## config.mk

```make
export PLATFORM = sky130hd
export DESIGN_NAME = matrix_writeback_seq
export DESIGN_NICKNAME = d
export VERILOG_FILES = /design/src/rtl/matrix_writeback_seq_pkg.sv /design/src/rtl/matrix_writeback_seq.sv
export SDC_FILE = /design/constraint.sdc
export NUM_CORES = 1
export LEC_CHECK = 0
export ABC_AREA = 1
export CELL_PAD_IN_SITES_DETAIL_PLACEMENT = 1
export CELL_PAD_IN_SITES_GLOBAL_PLACEMENT = 2
export CORE_ASPECT_RATIO = 1.5
export CORE_UTILIZATION = 29
export CTS_CLUSTER_SIZE = 16
export DETAILED_ROUTE_END_ITERATION = 8
export HOLD_SLACK_MARGIN = 0.12
export PLACE_DENSITY_LB_ADDON = 0.1
export SETUP_SLACK_MARGIN = 0.1
export SYNTH_ARGS = -nofsm -noshare
export SYNTH_HDL_FRONTEND = slang
export SYNTH_SLANG_ARGS = --single-unit
```

## constraint.sdc

```tcl
create_clock -name clk -period 2 [get_ports clk]
set_input_delay 0.4 -clock clk [delete_from_list [all_inputs] [get_ports clk]]
set_output_delay 0.4 -clock clk [all_outputs]
set_load 0.1 [all_outputs]
```

## src/rtl/matrix_writeback_seq_pkg.sv

```systemverilog
// Shared matrix-unit definitions: writeback FSM state type and default geometry.
package matrix_writeback_seq_pkg;

  localparam int unsigned MAT_ELEM_W    = 8;
  localparam int unsigned MAT_NUM_ELEMS = 4;
  localparam int unsigned MAT_REG_AW    = 3;

  typedef enum logic [1:0] {
    ST_IDLE  = 2'd0,
    ST_WRITE = 2'd1,
    ST_DONE  = 2'd2
  } wb_state_e;

endpackage

```

## src/rtl/matrix_writeback_seq.sv

```systemverilog
// Serialises one captured result vector into consecutive register-file writes,
// one element per accepted write, with flush abort and start-drop reporting.
module matrix_writeback_seq
  import matrix_writeback_seq_pkg::*;
#(
  parameter int unsigned ELEM_W    = MAT_ELEM_W,
  parameter int unsigned NUM_ELEMS = MAT_NUM_ELEMS,
  parameter int unsigned REG_AW    = MAT_REG_AW
) (
  input  logic                        clk,
  input  logic                        reset,
  input  logic                        start,
  input  logic [REG_AW-1:0]           base_reg,
  input  logic [NUM_ELEMS*ELEM_W-1:0] result,
  input  logic                        flush,
  input  logic                        wr_ready,
  output logic                        wr_en,
  output logic [REG_AW-1:0]           wr_addr,
  output logic [ELEM_W-1:0]           wr_data,
  output logic                        busy,
  output logic                        done,
  output logic                        start_drop
);

  localparam int unsigned IDX_W = (NUM_ELEMS > 1) ? $clog2(NUM_ELEMS) : 1;
  localparam logic [IDX_W-1:0] LAST_IDX = IDX_W'(NUM_ELEMS - 1);

  wb_state_e                   state_q, state_d;
  logic [IDX_W-1:0]            idx_q, idx_d;
  logic [NUM_ELEMS*ELEM_W-1:0] cap_result_q, cap_result_d;
  logic [REG_AW-1:0]           cap_base_q, cap_base_d;
  logic                        wr_en_q, wr_en_d;
  logic [REG_AW-1:0]           wr_addr_q, wr_addr_d;
  logic [ELEM_W-1:0]           wr_data_q, wr_data_d;
  logic                        busy_q, busy_d;
  logic                        done_q, done_d;
  logic                        start_drop_q, start_drop_d;

  logic                        accept;
  logic [NUM_ELEMS*ELEM_W-1:0] src_result;
  logic [REG_AW-1:0]           src_base;

  always_comb begin
    accept       = start && !flush && (state_q != ST_WRITE);
    state_d      = state_q;
    idx_d        = idx_q;
    cap_result_d = cap_result_q;
    cap_base_d   = cap_base_q;
    start_drop_d = 1'b0;

    unique case (state_q)
      ST_WRITE: begin
        start_drop_d = start && !flush;
        if (wr_ready) begin
          if (idx_q == LAST_IDX) begin
            state_d = ST_DONE;
            idx_d   = '0;
          end else begin
            idx_d = idx_q + IDX_W'(1);
          end
        end
      end
      default: begin
        state_d = ST_IDLE;
        if (accept) begin
          state_d      = ST_WRITE;
          idx_d        = '0;
          cap_result_d = result;
          cap_base_d   = base_reg;
        end
      end
    endcase

    if (flush) begin
      state_d = ST_IDLE;
      idx_d   = '0;
    end

    // Outputs are registered, so on acceptance the first element must come
    // straight from the inputs rather than the not-yet-loaded capture regs.
    src_result = accept ? result : cap_result_q;
    src_base   = accept ? base_reg : cap_base_q;

    busy_d    = (state_d == ST_WRITE);
    wr_en_d   = busy_d;
    done_d    = (state_d == ST_DONE);
    wr_data_d = busy_d ? src_result[idx_d*ELEM_W +: ELEM_W] : '0;
    wr_addr_d = busy_d ? (src_base + REG_AW'(idx_d)) : '0;
  end

  always_ff @(posedge clk or posedge reset) begin
    if (reset) begin
      state_q      <= ST_IDLE;
      idx_q        <= '0;
      cap_result_q <= '0;
      cap_base_q   <= '0;
      wr_en_q      <= 1'b0;
      wr_addr_q    <= '0;
      wr_data_q    <= '0;
      busy_q       <= 1'b0;
      done_q       <= 1'b0;
      start_drop_q <= 1'b0;
    end else begin
      state_q      <= state_d;
      idx_q        <= idx_d;
      cap_result_q <= cap_result_d;
      cap_base_q   <= cap_base_d;
      wr_en_q      <= wr_en_d;
      wr_addr_q    <= wr_addr_d;
      wr_data_q    <= wr_data_d;
      busy_q       <= busy_d;
      done_q       <= done_d;
      start_drop_q <= start_drop_d;
    end
  end

  assign wr_en      = wr_en_q;
  assign wr_addr    = wr_addr_q;
  assign wr_data    = wr_data_q;
  assign busy       = busy_q;
  assign done       = done_q;
  assign start_drop = start_drop_q;

endmodule

```

Word-level counts from Yosys, hierarchy flattened
Index checks and enable logic that the tools add are counted.
{"block": "word_totals", "wordCells": 35, "in_bits": 40, "ff_bits": 53}
{"block": "classes", "muxes": 15, "n_addsub": 2, "n_shift": 1, "reduce_logical": 3, "eq_ne": 5}
{"operator": "$mux 32", "n": 1}
{"operator": "$shiftx 32x6->8", "n": 1}
{"operator": "$mux 2", "n": 9}
{"operator": "$mux 8", "n": 1}
{"operator": "$mux 3", "n": 2}
{"operator": "$eq 2x1->1 const B", "n": 2}
{"operator": "$eq 2x2->1 const B", "n": 2}
{"operator": "$add 3x2->3", "n": 1}
{"operator": "$add 2x1->2 const B", "n": 1}
{"operator": "$logic_and 1x1->1", "n": 2}
{"operator": "$mux 1", "n": 2}
{"operator": "$ne 2x1->1 const B", "n": 1}
{"operator": "$logic_not 1->1", "n": 1}

Logic depth before layout (Yosys ltp)
{"block": "depth", "depth_word": 8, "mapped_depth": 12}

Least setup slack after synthesis
Ideal clock, no wire load.
{"block": "synth_timing", "path_kind": "input -> register", "from": "input start", "to": "register wr_addr_q[2], in the netlist wr_addr[2]", "setup_time_ns": 0.123, "arrival_time_ns": 1.774, "path_buffers": 1, "cell_stages": 10, "required_ns": 1.877, "setup_slack_ns": 0.103, "cell_sequence": "inv_1 nor2_4 nand2_2 buf_6 nand2_1 nand2_1 ha_1 fa_1 o21ai_0 a21oi_1"}
{"item": "start, declared", "line_no": "matrix_writeback_seq.sv:12", "rtl": "input logic start,"}
{"item": "$logic_and 1x1->1 (2 in series)", "line_no": "matrix_writeback_seq.sv:44", "rtl": "accept = start && !flush && (state_q != ST_WRITE);"}
{"item": "$mux 3"}
{"item": "named net src_base[0]", "line_no": "matrix_writeback_seq.sv:41", "rtl": "logic [REG_AW-1:0] src_base;"}
{"item": "$add 3x2->3", "line_no": "matrix_writeback_seq.sv:88", "rtl": "wr_addr_d = busy_d ? (src_base + REG_AW'(idx_d)) : '0;"}
{"item": "$mux 3", "line_no": "matrix_writeback_seq.sv:88"}
{"item": "named net wr_addr_d[2]", "line_no": "matrix_writeback_seq.sv:33", "rtl": "logic [REG_AW-1:0] wr_addr_q, wr_addr_d;"}
{"item": "end signal, assigned", "line_no": "matrix_writeback_seq.sv:109", "rtl": "wr_addr_q <= wr_addr_d;"}
{"item": "end, declared", "line_no": "matrix_writeback_seq.sv:33"}
The timed path passes the listed nets, and every way through them passes these cells.
A chain may end at the register's enable or synchronous reset.

Final worst setup path
{"block": "layout_timing", "from": "register idx_q[1]", "to": "register wr_addr_q[1], in the netlist wr_addr[1]"}
{"block": "layout_via", "elab_chain_cells": 7}
{"item": "start, declared", "line_no": "matrix_writeback_seq.sv:29", "rtl": "logic [IDX_W-1:0] idx_q, idx_d;"}
{"item": "start signal, assigned", "line_no": "matrix_writeback_seq.sv:105", "rtl": "idx_q <= idx_d;"}
{"item": "$eq 2x2->1", "line_no": "matrix_writeback_seq.sv:55", "rtl": "if (idx_q == LAST_IDX) begin"}
{"item": "$mux 2", "line_no": "matrix_writeback_seq.sv:55"}
{"item": "$mux 2", "line_no": "matrix_writeback_seq.sv:54", "rtl": "if (wr_ready) begin"}
{"item": "$mux 2", "line_no": "matrix_writeback_seq.sv:51", "rtl": "unique case (state_q)"}
{"item": "$mux 2", "line_no": "matrix_writeback_seq.sv:74", "rtl": "if (flush) begin"}
{"item": "named net idx_d[0]", "line_no": "matrix_writeback_seq.sv:29"}
{"item": "$add 3x2->3", "line_no": "matrix_writeback_seq.sv:88"}
{"item": "$mux 3", "line_no": "matrix_writeback_seq.sv:88"}
{"item": "named net wr_addr_d[1]", "line_no": "matrix_writeback_seq.sv:33"}
The timed path passes the listed nets, and every way through them passes these cells.

==> metrics.csv <==
stage,metric,value,unit
outcome,status,"complete, no violations",
logic_synthesis,yosys.cell_types.count,20,
timing,setup_viol,0,
clock_tree,numCtsBuffers,5,
route,drc,0,
route,first_pass_iters,4,
route,detail-route-antenna-nets,0,
route,wl_per_cell,13.82,um
die,std_cell_rows,40,
critical_path,cp-start-kind,register,
layout,fin_area,0.003378,mm2
route,drt_iter0_markers,76,
power,p_seq_share,45.1,%
placed_design,place_hpwl,4900,um
die,pin_count,55,
route,vias,2108,
timing,fin_skew,0.004102,ns
layout,fin_nets,421,
power,p_int,1.920,mW
global_route,grt_overflow,0,
global_route,grt_pass1_wl,11210,um
logic_synthesis,syn_area_per_cell,8.185,um2
timing,rsz0062_at_grt,yes,
route,via_per_inst,4.355,
logic_synthesis,ys_warn_count,0,
timing,drv_slew,0,
route,wirelength,6689,um
layout,n_antenna_cell,0,
power,total_power,2.747,mW
placed_design,dpl.cell_count,474,
clock_tree,cts_root_buffer,clkbuf_16,
power,pwr-share-clk,30.8,%
die,die_h,114.5,um
power,combPwrFrac,24.1,%
placed_design,portBuffers,54,
placed_design,dp_slack,-0.3232,ns
die,die_area,0.008818,mm2
layout,layout-drive-gt1-share,17.15,%
power,p_sw_share,30.11,%
clock_tree,insertion_delay,0.29,ns
global_route,grt_start_max_net_pins,54,
timing,worst_slew_margin_rel,77.96,%
die,die_x,77.01,um
clock_tree,cts_sinks,53,
logic_synthesis,synth_area,0.002447,mm2
clock_tree,htreeDepth,2,
die,start_util,30.19,%
logic_synthesis,yosysSeqAreaShare,54.19,%
logic_synthesis,synth_fp_nets,342,
placed_design,gp_congestion,0.7885,
critical_path,cp_data_arrival_time,1.98,ns
die,core-area,0.008108,mm2
power,switchingPower,0.8272,mW
logic_synthesis,syn_inst,299,
timing,tns,0,ns
global_route,track_usage,16.87,%
timing,worst_slack,0.1986,ns
layout,syn_to_final_growth,38.04,%
timing,worst_hold_slack,0.4729,ns
timing,worst_pin_slew,0.3298,ns
layout,fin_cells,484,
hold_path,hold_path_class,in -> async,
critical_path,cp_slowest_cell,dfrtp_1,
timing,period_share,90.07,%
timing,min_period,1.801,ns
critical_path,crit_type,reg -> reg,
critical_path,timing.critical_path.to_type,register,
clock_tree,clockBufferDepth,2,
power,p_leak,1.803,nW
critical_path,slowest_delay,0.41,ns
critical_path,cp_cell_sequence,"ha_2, nand2_2, inv_1, nor2_1, nand2_1, nand2_2, nand2_4, inv_4, ha_2, fa_1, inv_1, nor2_1",
global_route,grt_antenna_before_repair,0,
critical_path,path_max_fanout,3,
placed_design,dpl_cell_area,0.003217,mm2
layout,post-route-util,41.67,%
timing,hold_viol_final,0,
logic_synthesis,synth_seq_cells,53,
timing,fmax,555.1,MHz
power,pwr_density_cell,813.1,mW/mm2
clock_tree,clk_pin_slew,0.07,ns
global_route,grt_pass1_vias,2260,
power,ir_worst_vdd,0.4734,mV
critical_path,cp.required,2.18,ns
flow_run,timing.max_cap.violations,0,
clock_tree,tritoncts,yes,
clock_tree,cts_hold_buf,0,
==> final timing paths <==
kind / start / endpoint / slack, ns / cells past startpoint
setup reg to reg: idx_q[1] / wr_addr[1] / 0.20 / 12
hold / removal: reset / cap_result_q[12] / 0.47 / 3
setup / recovery: idx_q[1] / wr_addr[1] / 0.20 / 12
max in group asynchronous: reset / cap_result_q[21] / 1.27 / 3
hold reg to reg: cap_result_q[14] / cap_result_q[14] / 0.47 / 2
min in group clk: cap_result_q[14] / cap_result_q[14] / 0.47 / 2
==> sequential cells by signal, indices dropped and copies added, names as in the netlist <==
signal / cells
cap_result_q: 32
wr_data: 8
cap_base_q: 3
wr_addr: 3
idx_q: 2
state_q: 2
busy: 1
done: 1
start_drop: 1
==> placed cells by master (no fill, tap or decap) <==
master | netlist | routed
a21oi_1 | 1 | 1
a21oi_2 | 1 | 1
buf_12 | 0 | 2
buf_4 | 4 | 41
clkbuf_1 | 0 | 2
clkbuf_16 | 0 | 5
clkdlybuf4s50_1 | 0 | 36
clkinv_1 | 1 | 1
clkinvlp_4 | 0 | 1
dfrtp_1 | 53 | 53
dlygate4sd2_1 | 0 | 3
fa_1 | 1 | 1
ha_2 | 0 | 2
inv_1 | 28 | 26
inv_2 | 0 | 1
inv_4 | 1 | 2
nand2_1 | 119 | 118
nand2_2 | 4 | 5
nand2_4 | 2 | 2
nand3_1 | 29 | 29
nand3_2 | 1 | 1
nor2_1 | 34 | 34
nor2_4 | 2 | 2
o21a_1 | 5 | 5
o21ai_0 | 5 | 4
o21ai_1 | 0 | 1
==> worst max-delay path, delay by kind of cell (launching register included) <==
kind,cells,cell delay [ns]
fa+ha+maj,3,0.75
buf+inv,3,0.15
simple gates,6,0.38
flops,1,0.41
==> area by class of cell <==
class	instances	area, um2
clock buffers	7	132.6
clock inverters	1	7.507
fillers	995	4730
inverters	30	117.6
multi-input cells	206	928.4
flip-flops and latches	53	1326
well taps	105	131.4
repair buffers	82	734.5
==> Yosys cell counts <==
master	count	area, um2
o21ai_0	5	25.02
nor2_4	2	22.52
nand2_1	119	446.7
inv_1	28	105.1
nand2_4	2	22.52
o21a_1	5	37.54
inv_4	1	6.260
nand3_2	1	10.01
buf_6	4	45.04
buf_4	4	30.03
fa_1	1	20.02
buf_2	2	10.01
nor2_1	34	127.6
clkinv_1	1	3.750
a21oi_2	1	8.760
ha_1	2	25.02
nand2_2	4	25.02
dfrtp_1	53	1326
a21oi_1	1	5.000
nand3_1	29	145.1
==> kinds of logic (layout without fill, tap and decap cells) <==
| group | after synthesis | count (layout) | synth area share [%] |
|---|---|---|---|
| AOI/OAI and AO/OA | 12 | 12 | 3.118 |
| buffers and inverters | 40 | 120 | 8.180 |
| and+or+nand+nor | 191 | 191 | 32.67 |
| adders and majority gates | 3 | 3 | 1.840 |
| DFF | 53 | 53 | 54.19 |
==> per-layer routing <==
metal	track usage, %	wire length [um]	up-vias
met1	18.97	2814	998
met4	5.660	93	0
met2	32.20	3632	34
met3	2.390	149	6
met5	0	0	-
li1	-	-	1070
==> what timing repair did <==
| item | 4_1_cts | 5_1_grt |
|---|---|---|
| gates resized for setup | 4 | 5 |
| pin swaps | 0 | 4 |
| setup buffers | 0 | 2 |
| gates cloned | 0 | 0 |
| endpoints found under the setup margin | 2 | 2 |
==> power by group through the flow <==
stage                     Sequential (mW)  Combinational (mW)  Clock [mW]
after floorplan                      1.37               0.301           0
after global placement               1.26               0.662           0
after detailed placement             1.26               0.669           0
after CTS                            1.24               0.672       0.881
after global routing                 1.25               0.742       0.909
final                                1.24               0.661       0.846
Power figures use the tool's default switching activity.
